File: config.mk
export PLATFORM = sky130hd
export DESIGN_NAME = instr_seq_ctrl
export DESIGN_NICKNAME = d
export VERILOG_FILES = /design/src/rtl/instr_seq_ctrl_pkg.sv /design/src/rtl/instr_seq_ctrl.sv
export SDC_FILE = /design/constraint.sdc
export NUM_CORES = 1
export LEC_CHECK = 0
export CAP_MARGIN = 20
export CORE_UTILIZATION = 38
export CTS_CLUSTER_SIZE = 16
export DETAILED_ROUTE_END_ITERATION = 6
export DONT_BUFFER_PORTS = 1
export SKIP_CTS_REPAIR_TIMING = 1
export SLEW_MARGIN = 30
export SYNTH_ARGS = -nofsm -noshare
export SYNTH_HDL_FRONTEND = slang
export SYNTH_SLANG_ARGS = --single-unit
File: constraint.sdc
create_clock -name clk -period 4.4 [get_ports clk]
set_clock_uncertainty 0.1 [all_clocks]
set_input_delay 0.22 -clock clk [delete_from_list [all_inputs] [get_ports clk]]
set_output_delay 0.22 -clock clk [all_outputs]
set_load 0.03 [all_outputs]
File: src/rtl/instr_seq_ctrl_pkg.sv
// Shared definitions for the instruction sequencer: opcode constants,
// state encoding and the opcode legality helper.
// Optional MDU wait state is compiled in when MDU_WAIT_EN is defined.
package instr_seq_ctrl_pkg;

    localparam int unsigned XLEN   = 32;
    localparam int unsigned OP_W   = 7;
    localparam int unsigned RD_W   = 5;
    localparam int unsigned STATE_W = 3;

    localparam logic [OP_W-1:0] OP_R      = 7'b0110011;
    localparam logic [OP_W-1:0] OP_I      = 7'b0010011;
    localparam logic [OP_W-1:0] OP_LOAD   = 7'b0000011;
    localparam logic [OP_W-1:0] OP_STORE  = 7'b0100011;
    localparam logic [OP_W-1:0] OP_BRANCH = 7'b1100011;
    localparam logic [OP_W-1:0] OP_JAL    = 7'b1101111;
    localparam logic [OP_W-1:0] OP_LUI    = 7'b0110111;

    typedef enum logic [STATE_W-1:0] {
        S_FETCH  = 3'd0,
        S_DECODE = 3'd1,
        S_EXEC   = 3'd2,
        S_MEM    = 3'd3,
`ifdef MDU_WAIT_EN
        S_MDU    = 3'd4,
`endif
        S_WB     = 3'd5
    } seq_state_t;

    // True for every opcode the sequencer knows how to execute
    function automatic logic is_legal(input logic [OP_W-1:0] op);
        return (op == OP_R)      || (op == OP_I)    || (op == OP_LOAD) ||
               (op == OP_STORE)  || (op == OP_BRANCH) ||
               (op == OP_JAL)    || (op == OP_LUI);
    endfunction

endpackage

File: src/rtl/instr_seq_ctrl.sv
// Multi-cycle instruction sequencer: fetch, decode, execute, memory access,
// optional multiply/divide wait and register write-back.
// Build option MDU_WAIT_EN adds the MDU state and the mdu_start/mdu_done
// handshake; without it M-type instructions go straight to write-back.
module instr_seq_ctrl
    import instr_seq_ctrl_pkg::*;
(
    input  logic                clk,
    input  logic                rst,
    output logic                imem_req,
    input  logic                imem_ack,
    input  logic [XLEN-1:0]     instr,
    output logic [XLEN-1:0]     ir,
    input  logic [OP_W-1:0]     opcode,
    input  logic                fn7_1,
    input  logic [RD_W-1:0]     rd,
    output logic                dmem_req,
    output logic                dmem_we,
    input  logic                dmem_ack,
    output logic                mdu_start,
    input  logic                mdu_done,
    output logic                rf_we,
    output logic                pc_en,
    output logic                illegal,
    output logic [XLEN-1:0]     retire_cnt,
    output logic [STATE_W-1:0]  state
);

    seq_state_t cur_st;
    seq_state_t nxt_st;

    logic is_mem;
    logic is_store;

    assign is_store = (opcode == OP_STORE);
    assign is_mem   = (opcode == OP_LOAD) || is_store;
    assign state    = cur_st;

`ifndef MDU_WAIT_EN
    // The MDU handshake inputs have no effect in this build
    logic unused_mdu_inputs;
    assign unused_mdu_inputs = mdu_done ^ fn7_1;
`endif

    // Next-state routing and state-decoded control outputs; reset forces all low
    always_comb begin
        nxt_st    = cur_st;
        imem_req  = 1'b0;
        dmem_req  = 1'b0;
        dmem_we   = 1'b0;
        mdu_start = 1'b0;
        rf_we     = 1'b0;
        pc_en     = 1'b0;
        illegal   = 1'b0;

        case (cur_st)
            S_FETCH: begin
                imem_req = 1'b1;
                if (imem_ack) begin
                    nxt_st = S_DECODE;
                end
            end
            S_DECODE: begin
                if (is_legal(opcode)) begin
                    nxt_st = S_EXEC;
                end else begin
                    illegal = 1'b1;
                    pc_en   = 1'b1;
                    nxt_st  = S_FETCH;
                end
            end
            S_EXEC: begin
                if (is_mem) begin
                    nxt_st = S_MEM;
                end else if (opcode == OP_BRANCH) begin
                    pc_en  = 1'b1;
                    nxt_st = S_FETCH;
                end
`ifdef MDU_WAIT_EN
                else if ((opcode == OP_R) && fn7_1) begin
                    mdu_start = 1'b1;
                    nxt_st    = S_MDU;
                end
`endif
                else begin
                    nxt_st = S_WB;
                end
            end
            S_MEM: begin
                dmem_req = 1'b1;
                dmem_we  = is_store;
                if (dmem_ack) begin
                    if (is_store) begin
                        pc_en  = 1'b1;
                        nxt_st = S_FETCH;
                    end else begin
                        nxt_st = S_WB;
                    end
                end
            end
`ifdef MDU_WAIT_EN
            S_MDU: begin
                if (mdu_done) begin
                    nxt_st = S_WB;
                end
            end
`endif
            S_WB: begin
                rf_we  = (rd != '0);
                pc_en  = 1'b1;
                nxt_st = S_FETCH;
            end
            default: begin
                nxt_st = S_FETCH;
            end
        endcase

        if (rst) begin
            nxt_st    = S_FETCH;
            imem_req  = 1'b0;
            dmem_req  = 1'b0;
            dmem_we   = 1'b0;
            mdu_start = 1'b0;
            rf_we     = 1'b0;
            pc_en     = 1'b0;
            illegal   = 1'b0;
        end
    end

    // State register, instruction register and retire counter
    always_ff @(posedge clk or posedge rst) begin
        if (rst) begin
            cur_st     <= S_FETCH;
            ir         <= '0;
            retire_cnt <= '0;
        end else begin
            cur_st <= nxt_st;
            if ((cur_st == S_FETCH) && imem_ack) begin
                ir <= instr;
            end
            if (pc_en) begin
                retire_cnt <= retire_cnt + XLEN'(1);
            end
        end
    end

endmodule

==> results of run 1 <==
[routing by layer]
metal	wire (um)	vias to the layer above	GRT usage
li1	-	925	-
met1	2780	942	0.190
met2	3000	103	0.214
met3	641	7	0.0779
met4	65	0	0.0516
met5	0	-	0
[final cells by class]
class	instances	area share
clock inverters	6	0.0296
repair buffers	38	0.104
flip-flops and latches	67	0.446
clock buffers	10	0.0366
well taps	102	0.0340
multi-input cells	159	0.345
inverters	4	0.00400
[worst register-to-register path, cell delays in order, from the launching register on]
cell,delay (ns)
sky130_fd_sc_hd__dfrtp_1,0.77
sky130_fd_sc_hd__and3b_1,0.25
sky130_fd_sc_hd__o21ai_0,0.11
sky130_fd_sc_hd__o31a_4,0.39
sky130_fd_sc_hd__a21oi_2,0.45
sky130_fd_sc_hd__mux2_2,0.39
[worst paths after layout]
check	slack (ns)	cells after the start	end
min reg2reg	0.60	1	retire_cnt[17]
max in group asynchronous	3.42	4	ir[4]
max	1.67	3	illegal
max reg2reg	1.84	5	retire_cnt[1]
min	-0.001	3	retire_cnt[2]
min in group asynchronous	0.27	3	retire_cnt[0]
[Yosys cell counts (all sizes together) (2+ instances only)]
cell,count,area [um^2]
a21oi,4,46.3
nand2,16,62.6
nand4,8,65.1
and4,2,17.5
dfrtp,67,1680
xnor2,28,245
inv,4,15.0
buf,8,60.1
nand3,18,90.1
mux2,33,372
or4,2,18.8
xor2,3,26.3
nor3,4,20.0
and2,3,21.3
o21ai,5,25.0
a211oi,2,27.5
nor4b,3,32.5
and3,12,77.6
nor2b,3,28.8
[kinds of logic (layout without fill, tap and decap cells)]
group	Yosys count	count (layout)	synth area share
AO/OA/AOI/OAI	15	15	0.0467
XOR/XNOR	31	31	0.0889
adder cells (fa/ha/maj)	1	1	0.00410
buffers and inverters	13	58	0.0291
flip-flops	67	67	0.549
multiplexers	33	33	0.122
other	1	1	0.00123
AND/OR/NAND/NOR	78	78	0.159
[state kept, by name, indices dropped and copies added (netlist names)]
| signal | cells |
|---|---|
| ir | 32 |
| state | 3 |
| retire_cnt | 32 |
[power groups by stage]
| stage | clock [uW] | combinational (uW) | sequential, uW |
|---|---|---|---|
| after floorplan | 0 | 118 | 877 |
| after global placement | 0 | 130 | 894 |
| after detailed placement | 0 | 134 | 895 |
| after CTS | 659 | 134 | 883 |
| after global routing | 676 | 181 | 895 |
| final | 634 | 160 | 883 |
[metrics by stage]
stage               worst slack (ns)  power (uW)
global route                    1.61        1750
detailed placement              1.87        1030
global placement                1.89        1020
finish                          1.67        1680
CTS                             1.67        1680
floorplan                       1.46         995
==> results_tabular.tex, run 1 <==
\begin{tabular}{lr}
\hline
Metric & Value \\
\hline
\multicolumn{2}{l}{\textbf{Logic synthesis}} \\
\quad Synth async-reset ratio & 1.00 \\
\quad Number of distinct library cells after synthesis & 46 \\
\quad Number of warnings reported in the yosys synthesis log & 0 \\
\quad Post-Synthesis Mean Instance Area & between 10 and 15 um\^{}2 \\
\quad Number of register bits inferred by synthesis & 67 \\
\quad Nets in the synthesized netlist & 290 \\
\quad Sequential area share after synthesis & 0.549 \\
\quad Number of cells produced by synthesis & 239 \\
\quad Number of synthesized flops with an enable pin & 0 \\
\quad Dominant synthesized flop cell & sky130\_fd\_sc\_hd\_\_dfrtp\_1 \\
\quad Area of the mapped netlist & $\sim$3100 um\^{}2 \\
\multicolumn{2}{l}{\textbf{Outcome}} \\
\quad Violated checks & hold timing \\
\quad Status & complete, but fails checks \\
\multicolumn{2}{l}{\textbf{CTS}} \\
\quad Post-CTS clock slew at the launch and capture registers of the worst setup and hold paths & $\sim$0.070 ns \\
\quad Sink Count & between 60 and 70 \\
\quad H-tree depth reported by CTS & 3 \\
\quad Master cell of the clock root buffer & sky130\_fd\_sc\_hd\_\_clkbuf\_8 \\
\quad CTS tree & built \\
\quad Number of clock buffers inserted by TritonCTS & 9 \\
\quad Deepest clock path buffer count & 2 \\
\quad Worst skew pair latency & $\sim$0.34 ns \\
\multicolumn{2}{l}{\textbf{Layout}} \\
\quad Count of placed standard cells in the final layout, fillers left out & about 390 \\
\quad Antenna Diode Count & 0 \\
\quad Most common library cell in the layout ignoring fill and taps & sky130\_fd\_sc\_hd\_\_dfrtp\_1 \\
\quad Combined area of the multi-input logic cells & between 1000 and 1500 um\^{}2 \\
\quad Commonest cells after routing, fill and taps aside & sky130\_fd\_sc\_hd\_\_dfrtp\_1 (67), sky130\_fd\_sc\_hd\_\_dlygate4sd3\_1 (34), sky130\_fd\_sc\_hd\_\_mux2\_2 (33) \\
\quad Area added between synthesis and finish & 23.0\% \\
\quad Finished layout cell area & 3760 um\^{}2 \\
\quad Register area & approximately 1700 um\^{}2 \\
\quad Share of final-layout standard cells stronger than drive strength 1 & 0.246 \\
\quad Nets & between 300 and 400 \\
\quad Number of fill cells in the layout & around 700 \\
\quad Core occupancy in the finished layout & 0.484 \\
\multicolumn{2}{l}{\textbf{Detailed routing}} \\
\quad Via density & around 5.1 \\
\quad Remaining design rule violation count & 0 \\
\quad Number of iterations in the first detailed-routing pass & 4 \\
\quad Antenna Violating Nets Remaining & 0 \\
\quad Detailed-route via count & $\sim$2.0k \\
\quad Detailed Route WL & around 6500 um \\
\quad Average wire per cell in the routed design & between 15 and 20 um \\
\quad First-iteration detailed-routing DRC count & 86 \\
\multicolumn{2}{l}{\textbf{Timing}} \\
\quad Post-route fraction of the period consumed by the critical path & 0.620 \\
\quad Worst hold margin & -0.00118 ns \\
\quad Worst max-slew margin expressed relative to the limit & 0.391 \\
\quad Achievable clock frequency & between 300 and 400 MHz \\
\quad Final sum of negative setup slack & 0 ns \\
\quad Setup repair after global routing missed its margin & false \\
\quad Post-layout min period & between 2 and 3 ns \\
\quad Number of hold violations in the final report & 1 \\
\quad Worst-margin pin slew & about 0.91 ns \\
\quad Final setup violation count & 0 \\
\quad Slew Viols, Final & 0 \\
\multicolumn{2}{l}{\textbf{Global route}} \\
\quad Gr ovfl total & 0 \\
\quad Initial antenna violation count & 0 \\
\quad Number of global-route vias before repair & between 1.5k and 2k \\
\quad GR Util All Layers & 0.149 \\
\quad Largest net degree at the start of global routing & 69 \\
\quad Wire length of the first global-routing pass & between 9000 and 10000 um \\
\multicolumn{2}{l}{\textbf{Floorplanning}} \\
\quad I/O pin count & between 100 and 150 \\
\quad Width of the die & 91.7 um \\
\quad Effective utilization at floorplan & 0.393 \\
\quad Die Y-Extent & 91.7 um \\
\quad Die ar. & 8400 um\^{}2 \\
\quad Total number of placement rows & 32 \\
\quad Std-Cell Core Area & between 7000 and 8000 um\^{}2 \\
\multicolumn{2}{l}{\textbf{Hold path}} \\
\quad Type of the most critical hold path & in -> reg \\
\quad Hold Startpoint & rst \\
\multicolumn{2}{l}{\textbf{Setup path}} \\
\quad Critical path startpoint & state[0] \\
\quad Endpoint class of the critical path & primary output \\
\quad Crit path DAT & $\sim$2.4 ns \\
\quad Buf+Inv Stages, Crit Path & 0 \\
\quad Crit-path max FO & 11 \\
\quad Category of the worst setup path launch point & flop \\
\quad Crit Path Class & reg -> out \\
\quad Reg-to-Reg Start & state[0] \\
\quad Critical path, cell by cell & and2b\_2, nand4\_4, nor3\_1 \\
\quad Worst Path Required & between 4 and 5 ns \\
\quad Worst path slowest cell & sky130\_fd\_sc\_hd\_\_dfrtp\_1 \\
\quad Top cell family by delay on the critical path & simple AND/OR/NAND/NOR gates \\
\quad Biggest cell delay along the critical path & 0.77 ns \\
\multicolumn{2}{l}{\textbf{Power}} \\
\quad VDD IR-drop max & 0.212 mV \\
\quad Pwr dens & $\sim$450 nW/um\^{}2 \\
\quad Power share of the clock group & 0.378 \\
\quad Leakage & approximately 0.0016 uW \\
\quad Combinational Power Share & 0.095 \\
\quad Sequential fraction of design power & 0.527 \\
\quad Power Internal & $\sim$1200 uW \\
\quad Switching power total & around 510 uW \\
\quad Switching share of power & 0.303 \\
\multicolumn{2}{l}{\textbf{Placement}} \\
\quad Post-DP HPWL & between 4000 and 5000 um \\
\quad Instance area after placement & approximately 3100 um\^{}2 \\
\quad \# placed instances & 335 \\
\quad Number of buffers inserted by port buffering & 0 \\
\quad Global placement routability congestion & 0.802 \\
\multicolumn{2}{l}{\textbf{Job}} \\
\quad Max-capacitance violation count & 0 \\
\hline
\end{tabular}
Note: power is estimated with default switching activity, not from simulation.
==> run 2, diff against run 1 <==
clock period = 2.35 ns   (was 4.4 ns; I/O delays follow)
==> run 2 against run 1 <==
Compared with the run above: the flow now finishes without violations; count of clock-buffer cells in the layout increased by 1; die area unchanged; combinational power increased to 2.7 times the previous value; largest cell class unchanged; worst hold slack improved by 0.043 ns; routed wire length decreased by 1.6%; setup slack got worse by 1.4 ns; critical path type is now in -> out; sequential power increased by 78%; clock power increased by 47%; critical path depth increased by 1; register-to-register slack got worse by 1.5 ns; largest power group unchanged.
==> results_tabular.tex, run 2 (same netlist as run 1, synthesis figures left out) <==
\begin{tabular}{lr}
\hline
Metric & Value \\
\hline
\multicolumn{2}{l}{\textbf{Setup path}} \\
\quad Buf+Inv Stages, Crit Path & 3 \\
\quad Category of the worst setup path launch point & primary input \\
\quad Critical path, cell by cell & clkinvlp\_4, dlygate4sd3\_1, buf\_4, o2111a\_1 \\
\quad Crit path DAT & 1.81 ns \\
\quad Reg-to-Reg Start & retire\_cnt[1] \\
\quad Crit Path Class & in -> out \\
\quad Worst path slowest cell & sky130\_fd\_sc\_hd\_\_buf\_4 \\
\quad Crit-path max FO & 68 \\
\quad Critical register-to-register path endpoint & retire\_cnt[30] \\
\quad Flop-to-flop setup slack & approximately 0.34 ns \\
\quad Worst Path Required & 2.13 ns \\
\quad Biggest cell delay along the critical path & around 0.63 ns \\
\quad Top cell family by delay on the critical path & buffers and inverters \\
\quad Register-to-Register Path Depth & 6 \\
\quad Endpoint class of the critical path & primary output \\
\multicolumn{2}{l}{\textbf{Global route}} \\
\quad Gr ovfl total & 0 \\
\quad GR Util All Layers & 0.145 \\
\quad Number of global-route vias before repair & 2004 \\
\quad Initial antenna violation count & 0 \\
\quad Wire length of the first global-routing pass & about 9500 um \\
\quad Largest net degree at the start of global routing & 69 \\
\multicolumn{2}{l}{\textbf{Timing}} \\
\quad Worst hold margin & roughly 0.042 ns \\
\quad Final sum of negative setup slack & 0 ns \\
\quad Post-route fraction of the period consumed by the critical path & 0.865 \\
\quad Number of hold violations in the final report & 0 \\
\quad Achievable clock frequency & a little under 500 MHz \\
\quad Setup repair after global routing missed its margin & false \\
\quad Slew Viols, Final & 0 \\
\quad Final setup violation count & 0 \\
\quad Post-layout min period & roughly 2 ns \\
\quad Worst max-slew margin expressed relative to the limit & 0.448 \\
\quad Worst-margin pin slew & between 0.8 and 0.9 ns \\
\multicolumn{2}{l}{\textbf{Power}} \\
\quad Power share of the clock group & 0.318 \\
\quad Total Power Consumption & $\sim$2900 uW \\
\quad Pwr dens & roughly 750 nW/um\^{}2 \\
\quad Switching power total & between 900 and 1000 uW \\
\quad Combinational Power Share & 0.147 \\
\quad Leakage & about 0.0017 uW \\
\quad Sequential fraction of design power & 0.536 \\
\quad Switching share of power & 0.316 \\
\quad VDD IR-drop max & around 0.46 mV \\
\quad Power Internal & 2010 uW \\
\multicolumn{2}{l}{\textbf{CTS}} \\
\quad Master cell of the clock root buffer & sky130\_fd\_sc\_hd\_\_clkbuf\_8 \\
\quad H-tree depth reported by CTS & 3 \\
\quad Deepest clock path buffer count & 2 \\
\quad CTS tree & built \\
\quad Worst skew pair latency & between 0.3 and 0.4 ns \\
\quad Number of clock buffers inserted by TritonCTS & 9 \\
\quad Post-CTS clock slew at the launch and capture registers of the worst setup and hold paths & 0.07 ns \\
\quad Sink Count & 67 \\
\multicolumn{2}{l}{\textbf{Placement}} \\
\quad Number of buffers inserted by port buffering & 0 \\
\quad Global placement routability congestion & roughly 0.8 \\
\quad Post-DP HPWL & approximately 4300 um \\
\quad Instance area after placement & approximately 3300 um\^{}2 \\
\multicolumn{2}{l}{\textbf{Hold path}} \\
\quad Hold Crit Depth & 3 \\
\quad Type of the most critical hold path & in -> reg \\
\quad Hold Crit Endpoint & state[2] \\
\quad Hold Startpoint & opcode[5] \\
\multicolumn{2}{l}{\textbf{Layout}} \\
\quad Core occupancy in the finished layout & 0.501 \\
\quad Antenna Diode Count & 0 \\
\quad Area added between synthesis and finish & 27.5\% \\
\quad Share of final-layout standard cells stronger than drive strength 1 & 0.289 \\
\quad Commonest cells after routing, fill and taps aside & sky130\_fd\_sc\_hd\_\_dfrtp\_1 (67), sky130\_fd\_sc\_hd\_\_dlygate4sd3\_1 (38), sky130\_fd\_sc\_hd\_\_mux2\_2 (33) \\
\quad Register area & between 1500 and 2000 um\^{}2 \\
\quad Nets & 355 \\
\quad Most common library cell in the layout ignoring fill and taps & sky130\_fd\_sc\_hd\_\_dfrtp\_1 \\
\quad Finished layout cell area & around 3900 um\^{}2 \\
\quad Number of fill cells in the layout & just under 700 \\
\quad Combined area of the multi-input logic cells & approximately 1300 um\^{}2 \\
\multicolumn{2}{l}{\textbf{Floorplanning}} \\
\quad Effective utilization at floorplan & 0.393 \\
\quad Width of the die & 91.7 um \\
\quad I/O pin count & 124 \\
\quad Total number of placement rows & 32 \\
\quad Die ar. & around 8400 um\^{}2 \\
\quad Std-Cell Core Area & between 7000 and 8000 um\^{}2 \\
\quad Die Y-Extent & 91.7 um \\
\multicolumn{2}{l}{\textbf{Detailed routing}} \\
\quad Via density & 5.04 \\
\quad Number of iterations in the first detailed-routing pass & 4 \\
\quad Antenna Violating Nets Remaining & 0 \\
\quad Detailed Route WL & about 6400 um \\
\quad Detailed-route via count & 2067 \\
\quad Average wire per cell in the routed design & between 15 and 20 um \\
\quad First-iteration detailed-routing DRC count & between 80 and 90 \\
\quad Remaining design rule violation count & 0 \\
\multicolumn{2}{l}{\textbf{Job}} \\
\quad Max-capacitance violation count & 0 \\
\multicolumn{2}{l}{\textbf{Outcome}} \\
\quad Status & complete, no violations \\
\hline
\end{tabular}
==> run 2: cell types whose count changed in the layout (fill, tap and decap cells not counted), sizes merged, moves of 2 or more <==
cell / before / now
inv: 5 / 3
buf: 4 / 25
dlygate4sd3: 34 / 38
bufinv: 3 / 1
==> run 2: layout make-up <==
cell class	count	area share
sequential	67	0.431
clock inverter	4	0.0132
clock buffer	11	0.0363
multi-input combinational	159	0.333
timing repair buffer	63	0.149
tap	102	0.0328
inverter	4	0.00482
==> run 2: worst max path at each step <==
stage / startpoint / endpoint / cells past startpoint
2_1_floorplan: state[0] / retire_cnt[1] / 6
3_3_place_gp: retire_cnt[1] / retire_cnt[30] / 6
5_1_grt: rst / rf_we / 4
3_5_place_dp: retire_cnt[1] / retire_cnt[30] / 6
4_1_cts: retire_cnt[1] / retire_cnt[30] / 6
6_report: rst / rf_we / 4
==> run 2: power by group through the flow <==
stage | logic (uW) | registers [uW] | clock network [uW]
4_1_cts | 387 | 1570 | 972
6_report | 430 | 1570 | 932
5_1_grt | 473 | 1590 | 1020
2_1_floorplan | 221 | 1640 | 0
3_5_place_dp | 386 | 1590 | 0
3_3_place_gp | 377 | 1590 | 0
==> run 2: routing by layer <==
metal,vias up,global-route usage,routed length (um)
met5,-,0,0
met4,0,0.0476,78
met3,9,0.0680,634
met2,97,0.227,2930
met1,993,0.176,2740
li1,968,-,-
==> run 2: through the flow <==
| stage | cells | worst slack, ns |
|---|---|---|
| 2_1_floorplan | 239 | 0.0595 |
| 3_3_place_gp | 357 | 0.333 |
| 3_5_place_dp | 357 | 0.322 |
| 4_1_cts | 372 | 0.287 |
| 5_1_grt | 410 | 0.136 |
| 6_report | 410 | 0.318 |
==> run 2: worst register-to-register path, cell delays in order (launching register included) <==
cell and delay (ns):
sky130_fd_sc_hd__dfrtp_1 0.55, sky130_fd_sc_hd__ha_1 0.21, sky130_fd_sc_hd__nor2b_1 0.23, sky130_fd_sc_hd__nand2_1 0.13, sky130_fd_sc_hd__a21oi_4 0.35, sky130_fd_sc_hd__nand4_1 0.17, sky130_fd_sc_hd__xnor2_1 0.16
